<file path="config.mk">
export PLATFORM = sky130hd
export DESIGN_NAME = approx_err_monitor
export DESIGN_NICKNAME = d
export VERILOG_FILES = /design/src/rtl/approx_err_pkg.sv /design/src/rtl/approx_err_absdiff.sv /design/src/rtl/approx_err_monitor.sv
export SDC_FILE = /design/constraint.sdc
export NUM_CORES = 1
export LEC_CHECK = 0
export ABC_AREA = 0
export BUFFER_PORTS_ARGS = -buffer_cell sky130_fd_sc_hd__buf_2
export CAP_MARGIN = 10
export CELL_PAD_IN_SITES_DETAIL_PLACEMENT = 1
export CELL_PAD_IN_SITES_GLOBAL_PLACEMENT = 2
export CORE_UTILIZATION = 34
export CTS_CLUSTER_SIZE = 14
export DETAILED_ROUTE_END_ITERATION = 6
export MAX_ROUTING_LAYER = met4
export PLACE_DENSITY = 0.83
export SLEW_MARGIN = 20
export SYNTH_ARGS = -nofsm -noshare
export SYNTH_HDL_FRONTEND = slang
export SYNTH_SLANG_ARGS = --single-unit
</file>
<file path="constraint.sdc">
create_clock -name clk -period 3.9 [get_ports clk]
set_input_delay 1.17 -clock clk [delete_from_list [all_inputs] [get_ports clk]]
set_output_delay 1.17 -clock clk [all_outputs]
set_load 0.01 [all_outputs]
</file>
<file path="src/rtl/approx_err_pkg.sv">
// Shared types and width helpers for the approximate-adder error monitor.
package approx_err_pkg;

  typedef enum logic [1:0] {
    IDLE  = 2'd0,
    RUN   = 2'd1,
    DRAIN = 2'd2,
    DONE  = 2'd3
  } state_e;

  // Exact sum of two WIDTH-bit operands never loses its carry.
  function automatic int sum_w(input int width);
    return width + 1;
  endfunction

  // Worst case err_sum is (2**(WIDTH+1)-1) * 2**SAMPLES_LOG2, so this cannot overflow.
  function automatic int acc_w(input int width, input int samples_log2);
    return width + 1 + samples_log2;
  endfunction

  // Must be able to hold the full window count 2**SAMPLES_LOG2.
  function automatic int cnt_w(input int samples_log2);
    return samples_log2 + 1;
  endfunction

endpackage

</file>
<file path="src/rtl/approx_err_absdiff.sv">
// Combinational magnitude of the difference of two unsigned values.
module approx_err_absdiff #(
  parameter int W = 9
) (
  input  logic [W-1:0] a,
  input  logic [W-1:0] b,
  output logic [W-1:0] diff
);

  // Subtract the smaller from the larger so either ordering gives a positive magnitude.
  always_comb begin
    diff = {W{1'b0}};
    if (a >= b) begin
      diff = a - b;
    end else begin
      diff = b - a;
    end
  end

endmodule

</file>
<file path="src/rtl/approx_err_monitor.sv">
// Windowed error monitor: compares approximate sums against the exact sum and
// reports sum of absolute errors, MAE, max error and error count per window.
module approx_err_monitor
  import approx_err_pkg::*;
#(
  parameter int WIDTH        = 8,
  parameter int SAMPLES_LOG2 = 8
) (
  input  logic                         clk,
  input  logic                         rst,
  input  logic                         start,
  input  logic                         in_valid,
  output logic                         in_ready,
  input  logic [WIDTH-1:0]             in_a,
  input  logic [WIDTH-1:0]             in_b,
  input  logic [WIDTH:0]               in_approx,
  output logic                         busy,
  output logic                         done,
  output logic [WIDTH+SAMPLES_LOG2:0]  err_sum,
  output logic [WIDTH:0]               mae,
  output logic [WIDTH:0]               max_err,
  output logic [SAMPLES_LOG2:0]        err_count
);

  localparam int SUM_W = sum_w(WIDTH);
  localparam int ACC_W = acc_w(WIDTH, SAMPLES_LOG2);
  localparam int CNT_W = cnt_w(SAMPLES_LOG2);
  localparam logic [CNT_W-1:0] LAST_IDX = CNT_W'((2 ** SAMPLES_LOG2) - 1);
  localparam logic [CNT_W-1:0] CNT_ONE  = CNT_W'(1);

  state_e             state_r;
  logic [CNT_W-1:0]   sample_cnt_r;
  logic               ready_r;
  logic               busy_r;
  logic               done_r;
  logic [ACC_W-1:0]   err_sum_r;
  logic [SUM_W-1:0]   mae_r;
  logic [SUM_W-1:0]   max_err_r;
  logic [CNT_W-1:0]   err_count_r;

  logic               s1_valid_r;
  logic [SUM_W-1:0]   s1_exact_r;
  logic [SUM_W-1:0]   s1_approx_r;
  logic [SUM_W-1:0]   diff_s;

  logic [ACC_W-1:0]   acc_sum_r;
  logic [SUM_W-1:0]   acc_max_r;
  logic [CNT_W-1:0]   acc_cnt_r;

  logic               accept_s;
  logic               open_window_s;

  assign accept_s      = in_valid & ready_r & (state_r == RUN);
  assign open_window_s = (state_r == IDLE) & start;

  assign in_ready  = ready_r;
  assign busy      = busy_r;
  assign done      = done_r;
  assign err_sum   = err_sum_r;
  assign mae       = mae_r;
  assign max_err   = max_err_r;
  assign err_count = err_count_r;

  // Window control FSM; result outputs only change when leaving DONE.
  always_ff @(posedge clk or posedge rst) begin
    if (rst) begin
      state_r      <= IDLE;
      sample_cnt_r <= {CNT_W{1'b0}};
      ready_r      <= 1'b0;
      busy_r       <= 1'b0;
      done_r       <= 1'b0;
      err_sum_r    <= {ACC_W{1'b0}};
      mae_r        <= {SUM_W{1'b0}};
      max_err_r    <= {SUM_W{1'b0}};
      err_count_r  <= {CNT_W{1'b0}};
    end else begin
      done_r <= 1'b0;
      case (state_r)
        IDLE: begin
          if (start) begin
            state_r      <= RUN;
            sample_cnt_r <= {CNT_W{1'b0}};
            ready_r      <= 1'b1;
            busy_r       <= 1'b1;
          end
        end
        RUN: begin
          if (accept_s) begin
            sample_cnt_r <= sample_cnt_r + CNT_ONE;
            // Drop ready on the very edge that takes the last sample.
            if (sample_cnt_r == LAST_IDX) begin
              state_r <= DRAIN;
              ready_r <= 1'b0;
            end
          end
        end
        DRAIN: begin
          if (!s1_valid_r) begin
            state_r <= DONE;
            busy_r  <= 1'b0;
          end
        end
        DONE: begin
          err_sum_r   <= acc_sum_r;
          mae_r       <= SUM_W'(acc_sum_r >> SAMPLES_LOG2);
          max_err_r   <= acc_max_r;
          err_count_r <= acc_cnt_r;
          done_r      <= 1'b1;
          state_r     <= IDLE;
        end
        default: begin
          state_r <= IDLE;
          ready_r <= 1'b0;
          busy_r  <= 1'b0;
        end
      endcase
    end
  end

  // Stage 1: capture exact and approximate sums of each accepted sample.
  always_ff @(posedge clk or posedge rst) begin
    if (rst) begin
      s1_valid_r  <= 1'b0;
      s1_exact_r  <= {SUM_W{1'b0}};
      s1_approx_r <= {SUM_W{1'b0}};
    end else begin
      s1_valid_r <= accept_s;
      if (accept_s) begin
        s1_exact_r  <= {1'b0, in_a} + {1'b0, in_b};
        s1_approx_r <= in_approx;
      end
    end
  end

  approx_err_absdiff #(
    .W (SUM_W)
  ) u_absdiff (
    .a    (s1_exact_r),
    .b    (s1_approx_r),
    .diff (diff_s)
  );

  // Stage 2: fold each error magnitude into the window accumulators.
  always_ff @(posedge clk or posedge rst) begin
    if (rst) begin
      acc_sum_r <= {ACC_W{1'b0}};
      acc_max_r <= {SUM_W{1'b0}};
      acc_cnt_r <= {CNT_W{1'b0}};
    end else if (open_window_s) begin
      acc_sum_r <= {ACC_W{1'b0}};
      acc_max_r <= {SUM_W{1'b0}};
      acc_cnt_r <= {CNT_W{1'b0}};
    end else if (s1_valid_r) begin
      acc_sum_r <= acc_sum_r + ACC_W'(diff_s);
      if (diff_s > acc_max_r) begin
        acc_max_r <= diff_s;
      end
      if (diff_s != {SUM_W{1'b0}}) begin
        acc_cnt_r <= acc_cnt_r + CNT_ONE;
      end
    end
  end

endmodule
</file>
* Yosys cells after proc, flatten, opt, wreduce, memory -nomap -nowiden
Index checks and enable logic that the tools add are counted.
** Storage, ports and cells
- Bits in registers :: 112
- Input port bits :: 29
- Output and inout port bits :: 47
- Logic and storage cells :: 71
** Operators by class
- Add/subtract/negate cells :: 6
- Order comparisons :: 2
- Eq/ne operators :: 8
- Mux-type cells :: 24
- Bitwise gates (word level) :: 3
- Reductions and logical operators :: 13
** Operators by type and width (count)
- $mux 9 :: 9
- $mux 17 :: 2
- $add 9x1->9 const B :: 2
- $pmux 9 s2 :: 1
- $sub 9x9->9 :: 2
- $add 17x9->17 :: 1
- $reduce_bool 2->1 :: 5
- $add 8x8->9 :: 1
- $eq 9x8->1 const B :: 1
- $ge 9x9->1 :: 1
- $gt 9x9->1 :: 1
- $reduce_bool 9->1 :: 1
- $mux 2 :: 4
- $pmux 2 s4 :: 1
- $reduce_and 4->1 :: 2
- $ne 2x2->1 const B :: 3
- $reduce_and 3->1 :: 2
- $mux 1 :: 5
- $eq 2x2->1 const B :: 2
- $pmux 1 s2 :: 2
- $reduce_and 2->1 :: 2
- $and 1x1->1 :: 3
- $eq 2x1->1 const B :: 1
- $logic_not 2->1 :: 1
- $ne 2x1->1 const B :: 1

* Longest topological paths before layout
- Depth in word-level cells :: 6
- Mapped depth :: 18
- Depth with buffers taken out :: 17

* Hierarchy
From an unflattened synthesis, not the netlist that was laid out.
** Unflattened totals
- Cell total of the unflattened synthesis :: 630
- Area, all modules :: 6351.1 µm²
** By module, submodules not included
- approx_err_monitor :: times used 1, cells each 490, area each 5332.6 µm²
- approx_err_absdiff :: times used 1, cells each 140, area each 1018.5 µm²

* Worst setup path after synthesis
Ideal clock, no wire load.
- Path kind :: reg-to-reg
- Start point :: register s1_exact_r[5]
- End point :: register acc_max_r[1]
- Data arrival time :: 3.842 ns
- Required time :: 3.806 ns
- Setup slack :: -0.036 ns
- Stages on the path, launching flop included :: 19
- Path buffers :: 2
- Path through :: dfrtp_1 inv_1 ha_1 buf_4 nand4_2 o31ai_2 a21oi_2 nand2_4 mux2i_1 xnor2_1 ha_1 a21o_1 a21o_1 a2111oi_0 nor2_1 o221ai_1 clkbuf_1 nor2_1 a211oi_1
** Between the ends
- Word-level cells in the longest chain between the ends :: 5
- Elaborated cells between the ends (all ways) :: 10
- Classes of those cells :: add/sub (2); order compare (2); mux (4); reduce/logical (2)
** Ends and longest elaborated chain
- start, declared :: RTL line approx_err_monitor.sv:42 : logic [SUM_W-1:0] s1_exact_r;
- start signal, assigned :: RTL line approx_err_monitor.sv:124 : s1_exact_r <= {SUM_W{1'b0}};
- start signal, assigned :: RTL line approx_err_monitor.sv:129 : s1_exact_r <= {1'b0, in_a} + {1'b0, in_b};
- $sub 9x9->9, or another cell as far along :: RTL line approx_err_absdiff.sv:16 : diff = b - a;
- $mux 9 * :: RTL line approx_err_absdiff.sv:13 : if (a >= b) begin
- $gt 9x9->1 or $mux 9 (tied branches) :: RTL line approx_err_monitor.sv:155 : if (diff_s > acc_max_r) begin
- $reduce_bool 2->1 (no source line) or $mux 9 (tied branches)
- $reduce_and 2->1 (no source line) or $mux 9 (tied branches)
- end signal, assigned :: RTL line approx_err_monitor.sv:147 : acc_max_r <= {SUM_W{1'b0}};
- end signal, assigned :: RTL line approx_err_monitor.sv:151 : acc_max_r <= {SUM_W{1'b0}};
- end signal, assigned :: RTL line approx_err_monitor.sv:156 : acc_max_r <= diff_s;
- end, declared :: RTL line approx_err_monitor.sv:47 : logic [SUM_W-1:0] acc_max_r;
Every way passes the cells marked *; elsewhere a longest branch is shown, timed or not. The select of a mux whose other input is x is not followed.
A chain may end at the register's enable or synchronous reset.

* Final worst setup path
- Start point :: register s1_approx_r[7]
- End point :: register acc_sum_r[14]
** Between the ends
- Word-level cells in the longest chain between the ends :: 5
- Elaborated cells between the ends (all ways) :: 7
- Classes of those cells :: add/sub (3); order compare (1); mux (3)
** Ends and longest elaborated chain
- start, declared :: RTL line approx_err_monitor.sv:43 : logic [SUM_W-1:0] s1_approx_r;
- start signal, assigned :: RTL line approx_err_monitor.sv:125 : s1_approx_r <= {SUM_W{1'b0}};
- start signal, assigned :: RTL line approx_err_monitor.sv:130 : s1_approx_r <= in_approx;
- $sub 9x9->9, or another cell as far along :: RTL line approx_err_absdiff.sv:16
- $mux 9 * :: RTL line approx_err_absdiff.sv:13
- $add 17x9->17 * :: RTL line approx_err_monitor.sv:154 : acc_sum_r <= acc_sum_r + ACC_W'(diff_s);
- $mux 17 * :: RTL line approx_err_monitor.sv:153 : end else if (s1_valid_r) begin
- $mux 17 * :: RTL line approx_err_monitor.sv:149 : end else if (open_window_s) begin
- end signal, assigned :: RTL line approx_err_monitor.sv:146 : acc_sum_r <= {ACC_W{1'b0}};
- end signal, assigned :: RTL line approx_err_monitor.sv:150 : acc_sum_r <= {ACC_W{1'b0}};
- end signal, assigned :: RTL line approx_err_monitor.sv:154
- end, declared :: RTL line approx_err_monitor.sv:46 : logic [ACC_W-1:0] acc_sum_r;
Marks and branches as above.

==> impl_metrics.csv <==
group,metric,value,unit
run_status,status,"finished clean",
clock_network,clockBufferDepth,2,
final_layout,stdcell_count,939,
synth,syn_area_per_cell,10.2,um2
timing,fin_crit_sh,96.2,%
final_layout,antenna_cells,0,
setup_path,crit_path_end_kind,"flip-flop",
timing,fmax,267,MHz
job,cap_violations,0,
floorplan,die_h,138,um
clock_network,cts_max_level,3,
setup_path,cp_max_fo,6,
synth,synth_top_area_share,41.3,%
timing,hold_violations,0,
worst_hold_path,min_path_type,"flip-flop to flip-flop",
final_layout,nets,788,
synth,synth_flop_cell,"dfrtp_1",
setup_path,critPathLaunchType,"flip-flop",
floorplan,core_area,18000,um2
placed_design,placed_cells,913,
clock_network,cts.sinks,103,
synth,async_reset_ff_share,100,%
floorplan,rows,49,
global_routing,grt_max_degree,104,
synth,synth_area,6250,um2
synth,synth-warning-count,0,
clock_network,tritoncts,"done",
timing,slew_headroom,39.5,%
synth,syn-num-nets,696,
clock_network,clk_pin_slew,0.07,ns
timing,worstMarginPinSlew,0.908,ns
routing,drcViolationCount,0,
synth,yosys_register_bits,103,
global_routing,grt_pass1_vias,5345,
placed_design,portBuffers,75,
timing,fin_crit,3.75,ns
synth,ys_seq_area_share,41.3,%
synth,yosysTopAreaCell,"dfrtp_1",
routing,drtIter0Drc,148,
routing,via_per_inst,5.19,
routing,routedWlPerCell,16.6,um
floorplan,die-width,138,um
global_routing,grt_use_total,18.5,%
routing,routed-via-count,4871,
floorplan,ios,76,
final_layout,drive_above_1_share,32.0,%
routing,drt-total-wl,15500,um
setup_path,worst_ep_arrival_time,4.04,ns
global_routing,grt_overflow,0,
global_routing,grt_pass1_wl,26200,um
placed_design,gp_congestion,0.827,
synth,synth_edf_count,0,
synth,synth.most_common_cell,"dfrtp_1",
final_layout,syn2layout_area_growth,20.4,%
timing,rsz0062_at_grt,"yes",
clock_network,postCtsHoldBufs,0,
final_layout,fill_cells,2002,
synth,synthTopCellsByCount,"103 x dfrtp_1, 50 x ha_1, 47 x inv_1, 47 x mux2_2, 45 x nor2_1",
timing,drv_slew,0,
clock_network,cts_inserted_buffers,9,
synth,synth_cell_type_count,62,
synth,netlist_top_cells_area,"dfrtp_1 41%, ha_1 10%, mux2_2 8.5%, o21ai_0 3.0%, inv_1 2.8%",
timing,setup_viol,0,
routing,route.antenna.remaining_nets,0,
global_routing,antenna_found_initial,0,
setup_path,required,4.19,ns
synth,syn-instance-count,613,
clock_network,clockRootBuffer,"clkbuf_16",
placed_design,dpl.hpwl,11700,um
floorplan,dieArea,18900,um2
setup_path,crit_type,"flip-flop to flip-flop",
timing,clock_skew,0.0140,ns
routing,first_pass_iters,4,
floorplan,start_util,34.8,%
clock_network,insertion_delay,0.37,ns
[worst max-delay path, stage by stage (launching register included)]
cell      delay, ns
dfrtp_1        0.43
ha_4           0.31
nand4_1        0.15
o31ai_4        0.28
a21oi_2        0.09
nand2_4        0.13
buf_4          0.12
mux2i_1        0.20
xnor2_1        0.09
buf_4          0.15
ha_1           0.31
inv_2          0.05
o21bai_1       0.22
a21oi_2        0.10
o21ai_1        0.21
a31oi_1        0.14
buf_4          0.18
or3_1          0.34
a21oi_1        0.16
[sequential cells by signal, indices dropped and copies added, names as in the netlist, 9 cells and up]
signal        flops
sample_cnt_r      9
max_err           9
acc_sum_r        17
acc_max_r         9
err_sum          17
s1_approx_r       9
s1_exact_r        9
err_count         9
acc_cnt_r         9
[stage by stage]
stage	utilization [%]	setup slack, ns	TNS, ns	cell area [um2]	hold slack (ns)
5_1_grt	41.9	-0.00495	-0.00669	7520	0.522
3_5_place_dp	38.7	-0.0632	-0.336	6960	0.484
6_report	41.9	0.149	0	7520	0.498
2_1_floorplan	-	0.0262	0	6250	0.456
3_3_place_gp	38.7	0.0194	0	6960	0.471
4_1_cts	40.5	0.00649	0	7280	0.503
[kinds of logic (layout without fill, tap and decap cells)]
group | after synthesis | after routing | synth area share [%]
xor+xnor | 31 | 31 | 4.35
fa+ha+maj | 54 | 54 | 11.3
compound gates | 136 | 136 | 14.9
flops | 103 | 103 | 41.3
mux | 61 | 61 | 10.7
buf+inv | 80 | 177 | 5.89
simple gates | 148 | 148 | 11.6
[area by class of cell]
class | count | area, um2 | share of cell area, %
Multi-Input combinational cell | 430 | 3490 | 46.4
Sequential cell | 103 | 2580 | 34.3
Timing Repair Buffer | 114 | 686 | 9.12
Tap cell | 229 | 287 | 3.81
Clock buffer | 9 | 225 | 2.99
Inverter | 47 | 179 | 2.38
Clock inverter | 7 | 71.3 | 0.948
[repair_timing]
action	in CTS	in global routing
buffers inserted	0	10
pin swaps	3	15
endpoints found under the hold margin	0	0
gates resized for setup	5	39
endpoints found under the setup margin	17	18
[layer usage]
layer	vias to the layer above	global-route usage, %	share of wire [%]
met5	-	-	0
met4	0	5.68	1.2
met3	16	3.97	3.3
met2	78	32.7	52
met1	2437	20.7	44
li1	2340	-	-
[cell usage in the layout (no fill, tap or decap), types with 6 or more instances in the layout]
cell type / netlist / routed
buf_4: 11 / 35
clkbuf_16: 0 / 9
ha_4: 0 / 8
o21ai_0: 38 / 36
a21oi_1: 26 / 23
mux2_2: 47 / 46
nand2_1: 32 / 32
inv_1: 47 / 41
o21bai_1: 7 / 7
xor2_1: 16 / 16
a22o_1: 10 / 10
xnor2_1: 15 / 14
mux2i_1: 14 / 12
ha_1: 50 / 39
a21o_1: 11 / 11
buf_2: 3 / 75
nand3_1: 20 / 20
nor3_1: 9 / 8
nor2_1: 45 / 43
a211oi_1: 12 / 10
nand4_1: 6 / 6
dfrtp_1: 103 / 100
[final timing paths]
check / from / endpoint / slack (ns) / depth (start not counted)
min in group asynchronous: rst / sample_cnt_r[5] / 0.92 / 3
hold / removal: s1_exact_r[8] / s1_exact_r[8] / 0.50 / 2
setup / recovery: s1_approx_r[7] / acc_sum_r[14] / 0.15 / 18
hold reg to reg: s1_exact_r[8] / s1_exact_r[8] / 0.50 / 2
setup reg to reg: s1_approx_r[7] / acc_sum_r[14] / 0.15 / 18
max in group asynchronous: rst / err_sum[6] / 2.53 / 3
Power is left out: the tool's default activity adds up to more than one toggle a clock period on the data nets, which glitch-free logic cannot reach.
